--- src/rtl/sdram_frame_bank_sched.sv ---
// ---------------------------------------------------------------------------
// sdram_frame_bank_sched
//
// Frame-level bank scheduler for the LCD resize path (SDRAM controller clock
// domain). Tracks the state of each SDRAM frame bank and decides which bank
// the write FIFO port fills and which bank the read FIFO port scans. The
// reader never touches a bank under write and always picks up the newest
// complete frame.
//
// Ports:
//   clk_ref           SDRAM controller clock
//   rst               asynchronous active-high reset
//   enable            scheduler enable; low frees every bank (synchronously)
//   wr_frame_start    pulse: writer begins a new frame
//   wr_frame_done     pulse: writer finished the frame's last burst
//   rd_frame_start    pulse: display begins a new frame scan
//   wr_bank/rd_bank   bank assigned to writer / reader
//   wr_base_addr      wr_bank << BANK_SHIFT
//   rd_base_addr      rd_bank << BANK_SHIFT
//   wr_busy           writer owns a WRITING bank
//   rd_valid          reader owns a READING bank with a complete frame
//   frame_drop_cnt    saturating count of discarded frames
//   frame_repeat_cnt  saturating count of repeated display frames
//
// NUM_BANKS is legal in 2..4 (bank index is 2 bits wide).
// ---------------------------------------------------------------------------
module sdram_frame_bank_sched #(
    parameter int NUM_BANKS  = 3,
    parameter int BANK_SHIFT = 20,
    parameter int ADDR_W     = 24,
    parameter int CNT_W      = 8
) (
    input  logic              clk_ref,
    input  logic              rst,
    input  logic              enable,
    input  logic              wr_frame_start,
    input  logic              wr_frame_done,
    input  logic              rd_frame_start,
    output logic [1:0]        wr_bank,
    output logic [1:0]        rd_bank,
    output logic [ADDR_W-1:0] wr_base_addr,
    output logic [ADDR_W-1:0] rd_base_addr,
    output logic              wr_busy,
    output logic              rd_valid,
    output logic [CNT_W-1:0]  frame_drop_cnt,
    output logic [CNT_W-1:0]  frame_repeat_cnt
);

    typedef enum logic [1:0] {
        B_FREE    = 2'd0,
        B_WRITING = 2'd1,
        B_READY   = 2'd2,
        B_READING = 2'd3
    } bank_st_t;

    typedef logic [NUM_BANKS-1:0] bmask_t;

    bank_st_t [NUM_BANKS-1:0] st_q;
    bank_st_t [NUM_BANKS-1:0] st_d;

    logic [1:0] wr_bank_d;
    logic [1:0] rd_bank_d;
    logic [1:0] drop_inc;
    logic [1:0] rep_inc;

    // Per-stage bank masks of the event chain.
    bmask_t wm_done, rm_done;
    bmask_t rm_rd, gm_rd;
    bmask_t wm_st, fm_st, claim;

    // One bit per bank that is currently in state 'code'.
    function automatic bmask_t match(input bank_st_t [NUM_BANKS-1:0] s,
                                     input bank_st_t code);
        bmask_t m;
        m = '0;
        for (int i = 0; i < NUM_BANKS; i++) m[i] = (s[i] == code);
        return m;
    endfunction

    // Isolate the lowest set bit.
    function automatic bmask_t lowest(input bmask_t v);
        return v & (~v + bmask_t'(1));
    endfunction

    function automatic logic [1:0] enc(input bmask_t m);
        logic [1:0] idx;
        idx = '0;
        for (int i = 0; i < NUM_BANKS; i++) if (m[i]) idx = 2'(i);
        return idx;
    endfunction

    function automatic logic [CNT_W-1:0] sat_add(input logic [CNT_W-1:0] c,
                                                 input logic [1:0]       inc);
        logic [CNT_W:0] s;
        s = {1'b0, c} + (CNT_W+1)'(inc);
        return s[CNT_W] ? '1 : s[CNT_W-1:0];
    endfunction

    function automatic logic [ADDR_W-1:0] base_of(input logic [1:0] b);
        return {{(ADDR_W-2){1'b0}}, b} << BANK_SHIFT;
    endfunction

    // Same-cycle events are applied as one chain: done, then read start,
    // then write start. Each stage sees the result of the previous one, so
    // a frame finished this cycle can be displayed this cycle and its old
    // reading bank can be reclaimed by the writer in the same update.
    always_comb begin
        st_d      = st_q;
        wr_bank_d = wr_bank;
        rd_bank_d = rd_bank;
        drop_inc  = '0;
        rep_inc   = '0;
        wm_done   = '0;
        rm_done   = '0;
        rm_rd     = '0;
        gm_rd     = '0;
        wm_st     = '0;
        fm_st     = '0;
        claim     = '0;

        if (!enable) begin
            for (int i = 0; i < NUM_BANKS; i++) st_d[i] = B_FREE;
        end else begin
            // Frame complete: publish it, discarding an older unread frame.
            wm_done = match(st_d, B_WRITING);
            rm_done = match(st_d, B_READY);
            if (wr_frame_done && (|wm_done)) begin
                if (|rm_done) drop_inc = drop_inc + 2'd1;
                for (int i = 0; i < NUM_BANKS; i++) begin
                    if (rm_done[i]) st_d[i] = B_FREE;
                    if (wm_done[i]) st_d[i] = B_READY;
                end
            end

            // Display start: move to the newest frame, else repeat.
            rm_rd = match(st_d, B_READY);
            gm_rd = match(st_d, B_READING);
            if (rd_frame_start) begin
                if (|rm_rd) begin
                    for (int i = 0; i < NUM_BANKS; i++) begin
                        if (gm_rd[i]) st_d[i] = B_FREE;
                        if (rm_rd[i]) st_d[i] = B_READING;
                    end
                    rd_bank_d = enc(rm_rd);
                end else if (|gm_rd) begin
                    rep_inc = 2'd1;
                end
            end

            // Writer start: abort an unfinished frame, then claim the lowest
            // FREE bank. With only two banks there may be none free; the
            // pending READY frame is then sacrificed. READING is never taken.
            if (wr_frame_start) begin
                wm_st = match(st_d, B_WRITING);
                if (|wm_st) begin
                    drop_inc = drop_inc + 2'd1;
                    for (int i = 0; i < NUM_BANKS; i++)
                        if (wm_st[i]) st_d[i] = B_FREE;
                end
                fm_st = lowest(match(st_d, B_FREE));
                if (|fm_st) begin
                    claim = fm_st;
                end else begin
                    claim    = match(st_d, B_READY);
                    drop_inc = drop_inc + 2'd1;
                end
                for (int i = 0; i < NUM_BANKS; i++)
                    if (claim[i]) st_d[i] = B_WRITING;
                wr_bank_d = enc(claim);
            end
        end
    end

    always_ff @(posedge clk_ref or posedge rst) begin
        if (rst) begin
            for (int i = 0; i < NUM_BANKS; i++) st_q[i] <= B_FREE;
            wr_bank          <= '0;
            rd_bank          <= '0;
            wr_base_addr     <= '0;
            rd_base_addr     <= '0;
            wr_busy          <= 1'b0;
            rd_valid         <= 1'b0;
            frame_drop_cnt   <= '0;
            frame_repeat_cnt <= '0;
        end else begin
            st_q             <= st_d;
            wr_bank          <= wr_bank_d;
            rd_bank          <= rd_bank_d;
            wr_base_addr     <= base_of(wr_bank_d);
            rd_base_addr     <= base_of(rd_bank_d);
            wr_busy          <= |match(st_d, B_WRITING);
            rd_valid         <= |match(st_d, B_READING);
            frame_drop_cnt   <= sat_add(frame_drop_cnt, drop_inc);
            frame_repeat_cnt <= sat_add(frame_repeat_cnt, rep_inc);
        end
    end

endmodule

--- config.mk ---
export PLATFORM = sky130hd
export DESIGN_NAME = sdram_frame_bank_sched
export DESIGN_NICKNAME = d
export VERILOG_FILES = /design/src/rtl/sdram_frame_bank_sched.sv
export SDC_FILE = /design/constraint.sdc
export NUM_CORES = 1
export LEC_CHECK = 0
export BUFFER_PORTS_ARGS = -buffer_cell sky130_fd_sc_hd__buf_2
export CAP_MARGIN = 20
export CORE_ASPECT_RATIO = 1.4
export CORE_UTILIZATION = 47
export DETAILED_ROUTE_END_ITERATION = 16
export PLACE_DENSITY = 0.84
export SLEW_MARGIN = 20
export SYNTH_ARGS = -nofsm -noshare
export SYNTH_HDL_FRONTEND = slang
export SYNTH_SLANG_ARGS = --single-unit
--- constraint.sdc ---
create_clock -name clk_ref -period 5.4 [get_ports clk_ref]
set_input_delay 1.62 -clock clk_ref [delete_from_list [all_inputs] [get_ports clk_ref]]
set_output_delay 1.62 -clock clk_ref [all_outputs]
set_load 0.02 [all_outputs]
==> results of run 1 <==
[stage by stage]
stage | power [W] | area (µm²) | instances | hold WS [ns] | TNS, ns
CTS | 0.00161 | 2520 | 357 | 0.529 | 0
detailed placement | 0.00143 | 2450 | 353 | 0.503 | -0.622
finish | 0.00165 | 2560 | 359 | 0.526 | 0
global placement | 0.00141 | 2450 | 353 | 0.491 | 0
global route | 0.00176 | 2560 | 359 | 0.552 | 0
floorplan | 0.00113 | 2480 | 297 | 0.600 | 0
[state kept, by name (all words and copies together) (netlist names)]
signal,cells
frame_drop_cnt,8
frame_repeat_cnt,8
st_q,6
rd_base_addr,2
wr_base_addr,2
rd_valid,1
wr_busy,1
[critical path: cells and delay by family]
family	cells	cell delay, ns
buf+inv	3	0.27
simple gates	8	1.15
fa+ha+maj	4	1.00
mux	1	0.38
compound gates	4	0.94
[final cells by class]
class	instances	area, µm²	area share
well taps	62	77.6	0.0303
inverters	16	60.1	0.0234
clock inverters	1	30.0	0.0117
clock buffers	3	41.3	0.0161
flip-flops and latches	28	701	0.274
repair buffers	50	298	0.116
multi-input cells	199	1350	0.529
[repair_timing]
| item | CTS | global route |
|---|---|---|
| endpoints found under the setup margin | 0 | 7 |
| hold buffers | 0 | 0 |
| resized for setup | 0 | 4 |
| buffers inserted | 0 | 2 |
[worst max path at each step]
stage | from | endpoint | slack [ns] | cells past startpoint
floorplan | wr_frame_done | frame_drop_cnt[0]$_DFF_PP0_ | 0.03 | 21
global placement | wr_frame_done | frame_drop_cnt[0]$_DFF_PP0_ | 0.05 | 20
detailed placement | wr_frame_done | frame_drop_cnt[1]$_DFF_PP0_ | -0.10 | 20
CTS | wr_frame_done | frame_drop_cnt[0]$_DFF_PP0_ | 0.17 | 20
global route | wr_frame_done | frame_drop_cnt[0]$_DFF_PP0_ | 0.03 | 20
finish | wr_frame_done | frame_drop_cnt[0]$_DFF_PP0_ | 0.26 | 20
[cell families after synthesis]
logic type,synth area share
AO/OA/AOI/OAI,0.186
XOR/XNOR,0.0307
adder cells (fa/ha/maj),0.0745
buffers and inverters,0.197
flip-flops,0.307
multiplexers,0.0334
other,0.00164
AND/OR/NAND/NOR,0.169
[routing by layer]
| layer | track usage | vias up | share of wire |
|---|---|---|---|
| met5 | 0 | - | 0 |
| met3 | 0.0354 | 10 | 0.044 |
| li1 | - | 884 | - |
| met2 | 0.342 | 69 | 0.54 |
| met4 | 0.0496 | 0 | 0.017 |
| met1 | 0.232 | 900 | 0.40 |
[power by group through the flow]
stage | logic [W] | clock network, W | registers [W]
finish | 0.00112 | 0.000163 | 0.000365
global route | 0.00122 | 0.000171 | 0.000376
CTS | 0.00108 | 0.000165 | 0.000364
detailed placement | 0.00107 | 0 | 0.000367
global placement | 0.00105 | 0 | 0.000366
floorplan | 0.000734 | 0 | 0.000396
[placed cells by master, fill, tap and decap left out, drive strengths merged, types with 5 or more instances in the layout]
cell and n:
buf 50, conb 44, dfrtp 28, nand2 24, inv 16, nor2 12, ha 12, nand3 10
nand2b 9, a21oi 8, o21ai 7, a311oi 7, mux2 5, nor2b 5, xor2 5, a31oi 5
==> summary.txt, run 1 <==
Area of the core -> 4610 µm²
Synth Cell Area -> 2280 µm²
CP peak stage delay -> 0.38 ns
DRT Pass-1 Iters -> 4
Fin. Hold Viols -> 0
Nature of the critical path endpoint -> flip-flop
Post-synth EDFFs -> 0
Global-route wire length before repair -> 7650 µm
Flop pwr share -> 0.221
Sinks on Clock Net -> 28
Min-Delay Endpoint -> frame_repeat_cnt[6]$_DFF_PP0_
Internal power -> 0.000860 W
Area Growth Syn to Fin -> 12.2%
Synthesized instance count -> 254
Reg2Reg Depth -> 19
Hpwl dp -> 3780 µm
Flops & latches, synth -> 28
Routed length per instance -> 13.3 µm
Period minus WS final -> 5.14 ns
Status -> finished clean
Worst hold path class -> flip-flop to flip-flop
Antenna violations before repair -> 0
Final Util -> 0.556
Top post-synthesis cells by area -> dfrtp_1 (31%), buf_4 (16%), ha_1 (6.6%)
Worst vdd ir -> 0.342 mV
WL final -> 4790 µm
Clock Tree Buf Depth -> 2
Hold Path Stages -> 1
Worst Max-Slew Pin Slew -> 0.582 ns
Gpl congestion -> 0.979
Final setup vio count -> 0
Total gr overflow -> 0
Power per cell area -> 645 nW/µm²
Layout Skew -> 0.00321 ns
Root Buffer -> clkbuf_8
Ys flop type -> dfrtp_1
Die width -> 60.9 µm
Slew HR -> 0.609
Total number of vias -> 1,863
Final period util -> 0.952
Clk Latency, worst-skew pair -> 0.27 ns
Antenna viol nets, final -> 0
Fmax -> 0.195 GHz
Placement Setup Slack -> -0.102 ns
H-Tree Level Count -> 1
Leak pwr -> 1.30 nW
Number of global-route vias before repair -> 1,723
# IOs -> 76
CP max stage cell -> mux2_2
CTS tree -> built
Clock transition at path regs -> 0.09 ns
Fill cell count -> 430
Die area -> 5150 µm²
Initial Util -> 0.496
All-layer global routing usage -> 0.193
Post-synth top cells -> buf_4 (49), dfrtp_1 (28), nand2_1 (24), inv_1 (16), ha_1 (12)
Arrival time worst endpoint -> 5.35 ns
Drt via density -> 5.19
Critical-path cell list -> buf_2, mux2_2, a31oi_4, inv_1, ha_2, o31a_4, a311oi_2, or2_0, nand2_1, nand3_1, ha_1, nor4_2, o31a_1, ha_1, inv_1, fa_2, nand2b_4, nor2_2, nand3_2, nand2b_1
Unrepaired setup endpoints after global routing -> false
Area leader, netlist -> dfrtp_1
Async SR Flop Fraction -> 1.00
CP Launch Type -> input port
Drt initial violations -> 97
Row cnt -> 29
Post-synthesis sequential area ratio -> 0.307
Buffers on Ports -> 31
Max-cap violations -> 0
Top cell type's share of synthesized area -> 0.307
Crit Path Max Fanout -> 6
Hold_sp -> frame_repeat_cnt[6]$_DFF_PP0_
Clk pwr share -> 0.099
Final slew viol count -> 0
Syn. warnings -> 0
Crit path kind -> input port to flip-flop
Layout cells sized above 1 -> 0.266
Netlist cell types -> 54
Crit path setup slack, layout -> 0.260 ns
DRC -> 0
Comb power frac -> 0.680
Switching share of power -> 0.480
# diodes -> 0
Reg2Reg Setup Slack -> 1.15 ns
CTS buffer count -> 3
FF-to-FF Start -> st_q[5]$_DFF_PP0_
Switching pwr -> 0.000792 W
Syn Area/Cell -> 8.99 µm²
Count leader, synth -> buf_4
Largest net degree at the start of global routing -> 29
Die H -> 84.5 µm
Final #Nets -> 317
Required @ worst endpoint -> 5.61 ns
RR Endpoint -> frame_drop_cnt[0]$_DFF_PP0_
Note: power is estimated with default switching activity, not from simulation.
==> run 2: changes to the inputs <==
--- a/config.mk
+++ b/config.mk
@@ -8,9 +8,10 @@
 export BUFFER_PORTS_ARGS = -buffer_cell sky130_fd_sc_hd__buf_2
 export CAP_MARGIN = 20
 export CORE_ASPECT_RATIO = 1.4
-export CORE_UTILIZATION = 47
+export CORE_MARGIN = 5
+export CORE_UTILIZATION = 51
 export DETAILED_ROUTE_END_ITERATION = 16
-export PLACE_DENSITY = 0.84
+export PLACE_DENSITY = 0.9
 export SLEW_MARGIN = 20
 export SYNTH_ARGS = -nofsm -noshare
 export SYNTH_HDL_FRONTEND = slang
==> run 2 against run 1 <==
Net effect: critical path type unchanged; clock-buffer cell count did not move; hold slack got worse by 0.014 ns; sequential share of layout area increased by 0.12 points; wire length increased by 7.6%; via count is 0.38% lower; cell count is 0.28% lower; register-to-register slack got worse by 0.03 ns; die area rose by 15%; sequential power barely moved; non-clock buffer count grew 1; first-iteration DRC count is 15% lower.
==> summary.txt, run 2 (synthesis gave the netlist of run 1 again) <==
Number of global-route vias before repair -> 1,783 (was 1,723)
Final setup vio count -> 0 (unchanged)
Top Family by Delay on Critical Path -> simple AND/OR/NAND/NOR gates (unchanged)
WP depth -> 20 (unchanged)
Clock Tree Buf Depth -> 2 (unchanged)
Final #Nets -> 318 (was 317)
Reg2Reg Depth -> 19 (unchanged)
Hold Path Stages -> 2 (was 1)
Hpwl dp -> 4170 µm (was 3780 µm)
Slew HR -> 0.620 (was 0.609)
Clk Latency, worst-skew pair -> 0.29 ns (was 0.27 ns)
Required @ worst endpoint -> 5.62 ns (was 5.61 ns)
Initial Util -> 0.534 (was 0.496)
Antenna viol nets, final -> 0 (unchanged)
DRC -> 0 (unchanged)
Critical-path cell list -> buf_2, mux2_2, a31oi_2, inv_1, ha_2, o31a_2, a311oi_4, or2_1, nand2_1, nand3_1, ha_1, nor4_1, o31a_1, ha_1, inv_1, fa_2, nand2b_4, nor2_2, nand3_2, nand2b_1 (was buf_2, mux2_2, a31oi_4, inv_1, ha_2, o31a_4, a311oi_2, or2_0, nand2_1, nand3_1, ha_1, nor4_2, o31a_1, ha_1, inv_1, fa_2, nand2b_4, nor2_2, nand3_2, nand2b_1)
Drt via density -> 5.18 (was 5.19)
CTS tree -> built (unchanged)
Arrival time worst endpoint -> 5.40 ns (was 5.35 ns)
Nature of the critical path endpoint -> flip-flop (unchanged)
Sinks on Clock Net -> 28 (unchanged)
Worst Max-Slew Pin Slew -> 0.566 ns (was 0.582 ns)
Total number of vias -> 1,856 (was 1,863)
Hold buffers post-CTS -> 0 (unchanged)
Layout Skew -> 0.0117 ns (was 0.00321 ns)
Die width -> 66.6 µm (was 60.9 µm)
WL final -> 5150 µm (was 4790 µm)
CP max stage cell -> o31a_2 (was mux2_2)
Status -> finished clean (unchanged)
Commonest non-fill, non-tap cell in the layout -> conb_1 (unchanged)
Global-route wire length before repair -> 8250 µm (was 7650 µm)
DRT Pass-1 Iters -> 4 (unchanged)
Layout cells sized above 1 -> 0.262 (was 0.266)
CP Launch Type -> input port (unchanged)
Buffer count from post-CTS setup fixing -> 0 (unchanged)
Routed length per instance -> 14.4 µm (was 13.3 µm)
Gpl congestion -> 0.890 (was 0.979)
Placement Setup Slack -> -0.0730 ns (was -0.102 ns)
Row cnt -> 28 (was 29)
Worst hold path class -> flip-flop to flip-flop (unchanged)
Largest regs -> frame_drop_cnt: 8 flops, frame_repeat_cnt: 8 flops, st_q: 6 flops (unchanged)
Fmax -> 0.193 GHz (was 0.195 GHz)
Area of the core -> 4270 µm² (was 4610 µm²)
Die H -> 89.2 µm (was 84.5 µm)
Drt initial violations -> 82 (was 97)
Final slew viol count -> 0 (unchanged)
# diodes -> 0 (unchanged)
CTS buffer count -> 3 (unchanged)
Setup_tns -> 0 ns (unchanged)
Power per cell area -> 645 nW/µm² (about the same)
Max-cap violations -> 0 (unchanged)
Fill cell count -> 405 (was 430)
# IOs -> 76 (unchanged)
Antenna violations before repair -> 0 (unchanged)
Leak pwr -> 1.30 nW (about the same)
H-Tree Level Count -> 1 (unchanged)
Worst path bufs/invs -> 3 (unchanged)
Period minus WS final -> 5.18 ns (was 5.14 ns)
Area Growth Syn to Fin -> 11.7% (was 12.2%)
All-layer global routing usage -> 0.178 (was 0.193)
Unrepaired setup endpoints after global routing -> false (unchanged)
WHS -> 0.513 ns (was 0.526 ns)
Largest net degree at the start of global routing -> 29 (unchanged)
Buffers on Ports -> 31 (unchanged)
Total gr overflow -> 0 (unchanged)
Root Buffer -> clkbuf_8 (unchanged)
Worst vdd ir -> 0.404 mV (was 0.342 mV)
Crit Path Max Fanout -> 6 (unchanged)
Die area -> 5930 µm² (was 5150 µm²)
Crit path setup slack, layout -> 0.219 ns (was 0.260 ns)
Clock transition at path regs -> 0.09 ns (about the same)
Fin. Hold Viols -> 0 (unchanged)
CP peak stage delay -> 0.42 ns (was 0.38 ns)
Final period util -> 0.959 (was 0.952)
Commonest non-fill, non-tap cells in the layout -> conb_1 (44), buf_2 (31), dfrtp_1 (28) (unchanged)
Crit path kind -> input port to flip-flop (unchanged)
## run 2: cell count changes in the layout (fill, tap and decap cells not counted), sizes merged
| cell | previous run | this run |
|---|---|---|
| buf | 50 | 51 |
## run 2: worst reg2reg max path, cell delays in order, from the launching register on
cell      delay [ns]
dfrtp_1         0.51
nand2b_1        0.33
a31oi_2         0.27
inv_1           0.09
ha_2            0.21
o31a_2          0.42
a311oi_4        0.29
or2_1           0.16
nand2_1         0.06
nand3_1         0.09
ha_1            0.24
nor4_1          0.23
o31a_1          0.17
ha_1            0.17
inv_1           0.06
fa_2            0.36
nand2b_4        0.17
nor2_2          0.15
nand3_2         0.14
nand2b_1        0.10
## run 2: layer usage
metal / vias to the layer above / share of wire / GRT usage
li1: 885 / - / -
met1: 880 / 0.39 / 0.205
met2: 80 / 0.53 / 0.331
met3: 11 / 0.063 / 0.0239
met4: 0 / 0.021 / 0.0684
met5: - / 0 / 0
## run 2: worst paths after layout
check | startpoint | endpoint | slack, ns
setup / recovery | wr_frame_done | frame_drop_cnt[0]$_DFF_PP0_ | 0.22
setup reg to reg | st_q[5]$_DFF_PP0_ | frame_drop_cnt[0]$_DFF_PP0_ | 1.12
hold / removal | wr_base_addr[21]$_DFFE_PP0P_ | wr_base_addr[21]$_DFFE_PP0P_ | 0.51
max in group asynchronous | rst | st_q[5]$_DFF_PP0_ | 3.64
hold reg to reg | wr_base_addr[21]$_DFFE_PP0P_ | wr_base_addr[21]$_DFFE_PP0P_ | 0.51
min in group asynchronous | rst | wr_busy$_DFF_PP0_ | 1.37
## run 2: layout make-up
type / instances / area, µm² / area share
repair buffers: 51 / 305 / 0.120
clock buffers: 3 / 41.3 / 0.0162
well taps: 60 / 75.1 / 0.0294
multi-input cells: 199 / 1340 / 0.525
flip-flops and latches: 28 / 701 / 0.275
inverters: 16 / 60.1 / 0.0236
clock inverters: 1 / 30.0 / 0.0118
## run 2: repair_timing
action,in CTS,in global routing
resized for setup,0,1
hold endpoints to repair,0,0
endpoints found under the setup margin,0,7
## run 2: per-stage QoR
stage,area [µm²],utilization,total power [W],cells
floorplan,2480,-,0.00113,297
global placement,2470,0.578,0.00144,354
detailed placement,2470,0.578,0.00146,354
CTS,2540,0.595,0.00164,358
global route,2550,0.597,0.00176,358
finish,2550,0.597,0.00165,358
## run 2: power by group
part	internal (W)	total (W)	switching, W
sequential	0.000279	0.000363	0.0000842
clock	0.0000995	0.000169	0.0000697
combinational	0.000476	0.00111	0.000636
==> run 3: changes to the inputs <==
==> constraint.sdc (replaced) <==
create_clock -name clk_ref -period 5.8 [get_ports clk_ref]
set_input_delay 1.74 -clock clk_ref [delete_from_list [all_inputs] [get_ports clk_ref]]
set_output_delay 1.74 -clock clk_ref [all_outputs]
set_load 0.02 [all_outputs]
==> run 3 against run 2 <==
Net effect: hold slack improved by 0.013 ns; register-to-register slack gained 0.21 ns; global-route usage is 0.40 points lower; critical path depth is the same; clock-buffer cell count is the same; first-iteration DRC count increased by 87%; sequential power is 7.2% lower; clock power decreased by 9%; total power down 9.9%; non-clock buffer count shrank 8.
==> summary.txt, run 3 (synthesis gave the netlist of run 1 again) <==
Clk Latency, worst-skew pair -> 0.27 ns (was 0.29 ns)
Final setup vio count -> 0 (unchanged)
DRC -> 0 (unchanged)
Total number of vias -> 1,884 (was 1,856)
Total gr overflow -> 0 (unchanged)
Final #Nets -> 310 (was 318)
Largest net degree at the start of global routing -> 29 (unchanged)
Register area -> 701 µm² (unchanged)
Reg2Reg Setup Slack -> 1.33 ns (was 1.12 ns)
Final Util -> 0.577 (was 0.597)
Root Buffer -> clkbuf_8 (unchanged)
FF-to-FF Start -> st_q[3]$_DFF_PP0_ (was st_q[5]$_DFF_PP0_)
Setup_tns -> 0 ns (unchanged)
Final period util -> 0.959
Routed length per instance -> 14.8 µm (was 14.4 µm)
Layout Skew -> 0.00245 ns (was 0.0117 ns)
Commonest non-fill, non-tap cell in the layout -> conb_1 (unchanged)
Buffer count from post-CTS setup fixing -> 0 (unchanged)
# IOs -> 76 (unchanged)
Hold_sp -> wr_base_addr[21]$_DFFE_PP0P_ (unchanged)
Slew HR -> 0.611 (was 0.620)
Buffers on Ports -> 31 (unchanged)
Crit Path Max Fanout -> 9 (was 6)
Unrepaired setup endpoints after global routing -> false (unchanged)
All-layer global routing usage -> 0.174 (was 0.178)
Power per cell area -> 601 nW/µm² (was 645 nW/µm²)
Antenna viol nets, final -> 0 (unchanged)
Clock transition at path regs -> 0.10 ns (was 0.09 ns)
Antenna violations before repair -> 0 (unchanged)
Fmax -> 0.180 GHz
Arrival time worst endpoint -> 5.72 ns (was 5.40 ns)
Drt via density -> 5.38 (was 5.18)
CTS tree -> built (unchanged)
Die area -> 5930 µm² (unchanged)
Final slew viol count -> 0 (unchanged)
Required @ worst endpoint -> 5.96 ns (was 5.62 ns)
CP Launch Point -> wr_frame_done (unchanged)
Crit path kind -> input port to flip-flop (unchanged)
Hpwl dp -> 4040 µm (was 4170 µm)
Worst hold path class -> flip-flop to flip-flop (unchanged)
Worst vdd ir -> 0.397 mV (was 0.404 mV)
Sinks on Clock Net -> 28 (unchanged)
Row cnt -> 28 (unchanged)
Global-route wire length before repair -> 8170 µm (was 8250 µm)
Final instance area -> 2460 µm² (was 2550 µm²)
Initial Util -> 0.534 (unchanged)
WL final -> 5190 µm (was 5150 µm)
Area of the multi-input gates -> 1310 µm² (was 1340 µm²)
Leak pwr -> 1.26 nW (was 1.30 nW)
Fin. Hold Viols -> 0 (unchanged)
Die width -> 66.6 µm (unchanged)
Cell Area, Placed -> 2370 µm² (was 2470 µm²)
Max-cap violations -> 0 (unchanged)
Worst Max-Slew Pin Slew -> 0.580 ns (was 0.566 ns)
Die H -> 89.2 µm (unchanged)
DRT Pass-1 Iters -> 5 (was 4)
CP Launch Type -> input port (unchanged)
# diodes -> 0 (unchanged)
Number of global-route vias before repair -> 1,776 (was 1,783)
Drt initial violations -> 153 (was 82)
Gpl congestion -> 0.958 (was 0.890)
Area Growth Syn to Fin -> 7.95% (was 11.7%)
Status -> finished clean (unchanged)
CTS buffer count -> 3 (unchanged)
Layout cells sized above 1 -> 0.221 (was 0.262)
Nature of the critical path endpoint -> flip-flop (unchanged)
Period minus WS final -> 5.56 ns
Clock Tree Buf Depth -> 2 (unchanged)
Overall power -> 0.00148 W (was 0.00165 W)
Fill cell count -> 390 (was 405)
Largest regs -> frame_drop_cnt: 8 flops, frame_repeat_cnt: 8 flops, st_q: 6 flops (unchanged)
Commonest non-fill, non-tap cells in the layout -> conb_1 (44), buf_2 (31), dfrtp_1 (28) (unchanged)
Area of the core -> 4270 µm² (unchanged)
H-Tree Level Count -> 1 (unchanged)
[run 3: worst paths after layout]
path	cells past startpoint	to
hold / removal	2	wr_base_addr[21]$_DFFE_PP0P_
hold reg to reg	2	wr_base_addr[21]$_DFFE_PP0P_
min in group asynchronous	2	frame_repeat_cnt[0]$_DFF_PP0_
setup reg to reg	19	frame_drop_cnt[6]$_DFF_PP0_
max in group asynchronous	2	st_q[1]$_DFF_PP0_
setup / recovery	20	frame_drop_cnt[6]$_DFF_PP0_
[run 3: final cells by class]
cell class | count | area share
inverter | 16 | 0.0244
multi-input combinational | 199 | 0.531
timing repair buffer | 43 | 0.101
clock buffer | 3 | 0.0168
tap | 60 | 0.0305
clock inverter | 1 | 0.0122
sequential | 28 | 0.284
[run 3: worst max-delay path: stages]
cell	delay, ns
buf_2	0.14
mux2_2	0.36
a31oi_1	0.19
inv_1	0.09
ha_1	0.28
o31a_4	0.41
a311o_1	0.29
o21ai_0	0.11
nand2_1	0.10
nand3_1	0.08
ha_1	0.24
nor4_1	0.28
o31a_1	0.17
ha_1	0.16
inv_1	0.06
fa_1	0.40
nand2b_1	0.19
buf_4	0.15
nor3_1	0.16
a21oi_1	0.10
[run 3: where the power goes]
group	total (W)	switching (W)	internal (W)
clock network	0.000154	0.0000613	0.0000924
registers	0.000337	0.0000772	0.000260
logic	0.000991	0.000587	0.000404
[run 3: routing by layer]
metal	GRT usage	vias to the layer above	share of wire
met4	0.0425	0	0.022
met2	0.327	89	0.52
met5	0	-	0
met1	0.209	909	0.39
met3	0.0214	16	0.068
li1	-	870	-
[run 3: metrics by stage]
step	hold slack, ns	worst slack [ns]	cells
global placement	0.500	0.0451	346
floorplan	0.600	0.107	297
global route	0.571	0.00241	350
detailed placement	0.503	-0.0482	346
finish	0.526	0.238	350
CTS	0.536	0.198	350
[run 3: repair_timing]
action / 4_1_cts / 5_1_grt
endpoints found under the setup margin: 0 / 7
hold buffers: 0 / 0
resized for setup: 0 / 5
